$ cat config.mk
export PLATFORM = sky130hd
export DESIGN_NAME = branch_redirect_ctrl
export DESIGN_NICKNAME = d
export VERILOG_FILES = /design/src/rtl/branch_redirect_ctrl.sv
export SDC_FILE = /design/constraint.sdc
export NUM_CORES = 1
export LEC_CHECK = 0
export BUFFER_PORTS_ARGS = -buffer_cell sky130_fd_sc_hd__buf_2
export CAP_MARGIN = 25
export CORE_ASPECT_RATIO = 1.5
export CORE_MARGIN = 2
export CORE_UTILIZATION = 55
export CTS_CLUSTER_SIZE = 8
export DETAILED_ROUTE_END_ITERATION = 8
export PLACE_DENSITY = 0.84
export SYNTH_ARGS = -nofsm -noshare
export SYNTH_HDL_FRONTEND = slang
export SYNTH_SLANG_ARGS = --single-unit
$ cat constraint.sdc
create_clock -name clk -period 4.7 [get_ports clk]
set_input_delay 0.47 -clock clk [delete_from_list [all_inputs] [get_ports clk]]
set_output_delay 0.47 -clock clk [all_outputs]
set_load 0.05 [all_outputs]
$ cat src/rtl/branch_redirect_ctrl.sv
// EX-stage branch resolution and PC-redirect sequencer: squashes younger stages, hands the
// target to fetch over valid/ready, masks late wrong-path fetches and counts branches.

module branch_decider (
  input  logic [2:0] i_branch_type,
  input  logic       i_zero,
  input  logic       i_neg,
  input  logic       i_c_out,
  input  logic       i_over,
  output logic       o_taken
);

  // Flags come from a - b; c_out set means no borrow, i.e. a >= b unsigned.
  always_comb begin
    o_taken = 1'b0;
    case (i_branch_type)
      3'd1:    o_taken = i_zero;
      3'd2:    o_taken = ~i_zero;
      3'd3:    o_taken = i_neg ^ i_over;
      3'd4:    o_taken = ~(i_neg ^ i_over);
      3'd5:    o_taken = ~i_c_out;
      3'd6:    o_taken = i_c_out;
      default: o_taken = 1'b0;
    endcase
  end

endmodule

module branch_redirect_ctrl #(
  parameter int unsigned XLEN         = 32,
  parameter int unsigned FLUSH_CYCLES = 2,
  parameter int unsigned CNT_W        = 32
) (
  input  logic             clk,
  input  logic             rst_n,
  input  logic             ex_valid,
  input  logic [2:0]       ex_branch_type,
  input  logic             ex_jump,
  input  logic             zero,
  input  logic             neg,
  input  logic             c_out,
  input  logic             over,
  input  logic [XLEN-1:0]  ex_target,
  input  logic             redirect_ready,
  output logic             redirect_valid,
  output logic [XLEN-1:0]  redirect_pc,
  output logic             flush_if,
  output logic             flush_id,
  output logic             ex_stall,
  output logic [CNT_W-1:0] branch_count,
  output logic [CNT_W-1:0] taken_count
);

  localparam int unsigned SqW = (FLUSH_CYCLES < 2) ? 1 : $clog2(FLUSH_CYCLES + 1);

  typedef enum logic [1:0] {StIdle, StRedir, StSquash} state_e;

  state_e           r_state, w_state_nxt;
  logic [SqW-1:0]   r_sq_cnt, w_sq_cnt_nxt;
  logic [XLEN-1:0]  r_redirect_pc;
  logic [CNT_W-1:0] r_branch_cnt, r_taken_cnt;
  logic             w_cond_taken, w_taken, w_counted, w_is_branch;

  branch_decider u_decider (
    .i_branch_type (ex_branch_type),
    .i_zero        (zero),
    .i_neg         (neg),
    .i_c_out       (c_out),
    .i_over        (over),
    .o_taken       (w_cond_taken)
  );

  // Gated by rst_n so the combinational flushes stay low while reset is held.
  assign w_is_branch = (ex_branch_type != 3'd0) && (ex_branch_type != 3'd7);
  assign w_taken     = rst_n & ex_valid & (ex_jump | w_cond_taken);
  assign w_counted   = rst_n & ex_valid & (ex_jump | w_is_branch);

  always_comb begin
    w_state_nxt    = r_state;
    w_sq_cnt_nxt   = r_sq_cnt;
    redirect_valid = 1'b0;
    flush_if       = 1'b0;
    flush_id       = 1'b0;
    ex_stall       = 1'b0;
    unique case (r_state)
      StIdle: begin
        if (w_taken) begin
          flush_if    = 1'b1;
          flush_id    = 1'b1;
          w_state_nxt = StRedir;
        end
      end
      StRedir: begin
        redirect_valid = 1'b1;
        ex_stall       = 1'b1;
        flush_if       = 1'b1;
        if (redirect_ready) begin
          if (FLUSH_CYCLES == 0) begin
            w_state_nxt = StIdle;
          end else begin
            w_sq_cnt_nxt = SqW'(FLUSH_CYCLES);
            w_state_nxt  = StSquash;
          end
        end
      end
      StSquash: begin
        flush_if     = 1'b1;
        w_sq_cnt_nxt = r_sq_cnt - SqW'(1);
        if (r_sq_cnt == SqW'(1)) begin
          w_state_nxt = StIdle;
        end
      end
      default: w_state_nxt = StIdle;
    endcase
  end

  always_ff @(posedge clk or negedge rst_n) begin
    if (!rst_n) begin
      r_state       <= StIdle;
      r_sq_cnt      <= '0;
      r_redirect_pc <= '0;
      r_branch_cnt  <= '0;
      r_taken_cnt   <= '0;
    end else begin
      r_state  <= w_state_nxt;
      r_sq_cnt <= w_sq_cnt_nxt;
      // Resolution and counting happen only in IDLE; later EX slots are wrong-path bubbles.
      if (r_state == StIdle) begin
        if (w_taken) begin
          r_redirect_pc <= {ex_target[XLEN-1:1], 1'b0};
          r_taken_cnt   <= r_taken_cnt + CNT_W'(1);
        end
        if (w_counted) begin
          r_branch_cnt <= r_branch_cnt + CNT_W'(1);
        end
      end
    end
  end

  assign redirect_pc  = r_redirect_pc;
  assign branch_count = r_branch_cnt;
  assign taken_count  = r_taken_cnt;

endmodule

Yosys cells after proc, flatten, opt, wreduce, memory -nomap -nowiden
Cells that the tools add are included.

cells by class
  muxes and demuxes = 10
  add/subtract/negate cells = 3
  eq/ne operators = 13
  bitwise gates (word level) = 9
  reductions and logical operators = 9

operator list
  kind                                                  count
  adder 32 x 1 -> 32 bit (second input constant)        2
  equality test 3 bit (second input constant)           3
  equality test 3 x 2 -> 1 bit (second input constant)  2
  2-to-1 mux 2 bit                                      3
  != test 2 bit (second input constant)                 3
  case mux 1 bit (6 select lines)                       1
  case mux 2 bit (3 select lines)                       1
  AND reduction 2 bit                                   3
  equality test 2 x 1 -> 1 bit (second input constant)  2
  case mux 2 bit (2 select lines)                       1
  AND 1 bit                                             3
  equality test 3 x 1 -> 1 bit (second input constant)  1
  2-to-1 mux 1 bit                                      3
  != test 3 bit (second input constant)                 1
  NOT 1 bit                                             3
  AND reduction 3 bit                                   1
  nonzero test 3 bit                                    1
  equality test 2 bit (second input constant)           1
  zero test 2 bit                                       1
  bitwise OR 1 bit                                      2
  case mux 1 bit (2 select lines)                       1
  nonzero test 2 bit                                    1
  OR reduction 2 bit                                    1
  subtractor 2 x 1 -> 2 bit (second input constant)     1
  other kinds (2)                                       2

word-level totals
  input port bits = 44
  logic and storage cells = 49
  register bits = 99

Logic depth before layout (Yosys ltp)
  depth after elaboration = 7
  gate-level depth with buffers = 9
  depth with buffers taken out = 7

Modules after synthesis
Synthesis repeated with hierarchy kept, for this count alone.

second synthesis, totals
  cells, all modules = 447
  area total of the unflattened synthesis = 4534.3 µm²

by module, submodules not included
  module                cells an instance  seq. area each (µm²)  area each (µm²)  times used
  branch_redirect_ctrl  439                2477.4                4473.0           1
  branch_decider        8                  0.0                   61.3             1

Worst setup path before layout
Ideal clock, no wire load.

  kind = input to output
  start point = input port ex_branch_type[2]
  end point = output port flush_if
  path slack = 1.983 ns
  data arrival time = 2.247 ns
  stages = 8
  cell sequence = nor2b_4 -> nor4b_2 -> nor4bb_1 -> buf_4 -> nand2b_4 -> buf_12 -> buf_12 -> a21oi_1

between the ends
  longest elaborated chain between the ends = 6
  elaborated cells between the ends (all ways) = 11
  those cells by class = 6 x eq/ne; 3 x mux; 2 x bitwise

ends and longest elaborated chain
  what                                               RTL line  source
  from (decl)                                        37        input logic [2:0] ex_branch_type,
  equality test 3 bit, or another cell as far along  16        case (i_branch_type)
  case mux 1 bit (6 select lines) *                  16
  bitwise OR 1 bit *                                 75        assign w_taken = rst_n & ex_valid & (ex_jump | w_cond_taken);
  AND 1 bit *                                        75
  2-to-1 mux 1 bit *                                 87        if (w_taken) begin
  case mux 1 bit (2 select lines) *                  85        unique case (r_state)
  to (decl)                                          47        output logic flush_if,

Mark *: on every way between the ends. The rest lies on a longest branch, timed or not.

Final worst setup path
  start point = input port rst_n
  end point = output port flush_if

between the ends
  longest elaborated chain between the ends = 4

ends and longest elaborated chain
  what                             RTL line  source
  from (decl)                      35        input logic rst_n,
  AND 1 bit (2 in a row)           75
  2-to-1 mux 1 bit                 87
  case mux 1 bit (2 select lines)  85

No other way between the ends.

==> results.cfg <==
[setup_path]
ff2ff_setup_slack_ns = 2.41
worstSetupStartpointType = primary input
crit_chain = dlygate4sd3_1 > buf_4 > and3_1 > and3_4 > nand2b_4 > a21oi_1 > buf_2
required_ns = 4.23
ff2ff_path_depth = 6
slowest_delay_ns = 0.52
end_kind = output pin
worstPathMaxFanout = 35
crit_type = primary input to output pin
cp_slowest_cell = dlygate4sd3_1
cp.arrival_ns = 2.80
path_buf_inv = 3
rr_startpoint = r_state[0]
cp_top_family = buffers and inverters
r2r-end = redirect_pc[3]

[timing]
rsz0062_at_grt = no
finalCriticalPeriod_ns = 3.27
worst_pin_slew_ns = 0.693
slew_headroom = 0.533
final.setup.tns_ns = 0
final-setup-viol-count = 0
finalCritPeriodShare = 0.696
hold_viol_final = 0
holdWs_ns = 0.352
slew_viol_final = 0
clock.fmax_ghz = 0.306
finClkSkew_ns = 0.00676

[drt]
vias = 3536
dr.pass1.iters = 4
route.detailed.drc = 0
vias_per_cell = 5.42
drtIter0Drc = 92
wirelength_um = 10500
wl_per_cell_um = 16.1
ant_nets = 0

[placed_design]
dp.cells = 634
hpwl_um = 7510
io_buffers = 141
gp_congestion = 0.832

[logic_synthesis]
synth_seq_cells = 99
synth.top_cells.by_area = dfrtp_1 51%, mux2_4 8.3%, xor2_1 7.8%, xnor2_1 3.6%, nand2_1 2.5%
syn_inst = 397
synth_top_area_frac = 0.510
synth.avg_cell_area_um2 = 12.2
synth_nets = 448
yosysUniqueCellTypes = 47
yosys_warnings = 0
synth.largest_area_cell = dfrtp_1
synth_seq_area_share = 0.510
synth.cell_area_um2 = 4860

[clocking]
postCtsHoldBufs = 1
clock_tree.buffer_depth = 2
cts_buffers = 9
postCtsSetupBuffers = 0
cts_root_buf = clkbuf_16
clk_pin_slew_ns = 0.07
cts_tree = yes
cts_max_level = 3
post_cts_resized = 0
clock-sinks = 99
insertion_delay_ns = 0.34

[die]
io_pins = 144
coreArea_um2 = 8720
floorplan.initialDensity = 0.557
row_count = 42
fp.dieW_um = 80.7
fp.dieH_um = 119
die-area_um2 = 9620

[global_route]
groute.usage.overall = 0.226
antenna_found_initial = 0
grt_max_degree = 82
grt_pass1_wl_um = 17100
grt_pass1_vias = 3604
overflow = 0

[worst_hold_path]
hold_path_depth = 2
min_from = ex_target[9]
hold_end = redirect_pc[9]
hold_class = primary input to flip-flop

[run]
drv_cap = 0

[power_and_ir_drop]
power_density_nw_per_um2 = 555
p_leak_nw = 3.18
ir_drop_mv = 0.437

[finish]
nets = 588
drive_gt1_frac = 0.397
register_area_um2 = 2480
nFillCells = 683
stdcell_count = 652
multi_input_area_um2 = 2170
insertedDiodeCount = 0
syn2layout_area_growth_pct = 21.4

[run_status]
status = complete, no violations
[layout make-up]
| type | instances | area share |
|---|---|---|
| Clock inverter | 7 | 0.0132 |
| Multi-Input combinational cell | 268 | 0.367 |
| Sequential cell | 99 | 0.420 |
| Timing Repair Buffer | 145 | 0.129 |
| Inverter | 14 | 0.00891 |
| Clock buffer | 9 | 0.0382 |
| Tap cell | 110 | 0.0233 |
[state kept, by name, indices dropped and copies added (netlist names)]
| register | count |
|---|---|
| r_state | 2 |
| r_sq_cnt | 2 |
| taken_count | 32 |
| redirect_pc | 31 |
| branch_count | 32 |
[routing by layer]
metal	wire [um]	track usage	vias to the layer above
met4	249	0.0996	0
met1	4090	0.274	1752
met2	5520	0.389	102
met5	0	0	-
li1	-	-	1664
met3	610	0.0386	18
[cell usage after synthesis (all sizes together)]
cell    count
nand4      14
inv        14
o31ai       1
and3        6
xnor2      20
or3         1
o22a        1
nor2b       3
nand2b      4
or2         2
nor4bb      1
nor3       20
or4         3
mux2       32
nand4b      3
clkbuf      2
a311oi      1
xor2       43
buf        14
and2        2
nor4       20
nor2       14
o21ai       4
dfrtp      99
and4        6
nand3      18
a21oi       3
nand2      33
conb        1
ha          7
nor4b       5
[metrics by stage]
stage	utilization	cell area (um2)	setup slack [ns]	total power, mW
after floorplan	-	4860	1.98	2.24
after global placement	0.637	5560	1.60	2.51
after detailed placement	0.637	5560	1.61	2.55
after CTS	0.673	5870	1.36	3.30
after global routing	0.676	5900	1.27	3.43
final	0.676	5900	1.43	3.27
[where the power goes]
group / internal, mW / switching [mW]
Combinational: 0.404 / 0.958
Sequential: 1.04 / 0.135
Clock: 0.416 / 0.323
Total: 1.86 / 1.42
[layout by cell type (no fill, tap or decap), drive strengths merged, types with 15 or more instances in the layout]
cell type	count
nand2	33
xnor2	20
nor4	20
xor2	43
dfrtp	99
inv	15
buf	144
nor3	20
mux2	32
nand3	18
[kinds of logic after synthesis]
family	count (synthesis)	share of synthesized area
buf+inv	30	0.0471
simple gates	155	0.203
xor+xnor	63	0.114
other cells	1	0.000772
compound gates	10	0.0124
fa+ha+maj	7	0.0180
flops	99	0.510
mux	32	0.0950
[worst max-delay path by stage]
| stage | cells past startpoint | end | slack (ns) | from |
|---|---|---|---|---|
| detailed placement | 8 | flush_if | 1.61 | over |
| finish | 7 | flush_if | 1.43 | rst_n |
| floorplan | 8 | flush_if | 1.98 | ex_branch_type[2] |
| global placement | 8 | flush_if | 1.60 | over |
| global route | 7 | flush_if | 1.27 | rst_n |
| CTS | 7 | flush_if | 1.36 | rst_n |
Note: power is estimated with default switching activity, not from simulation.
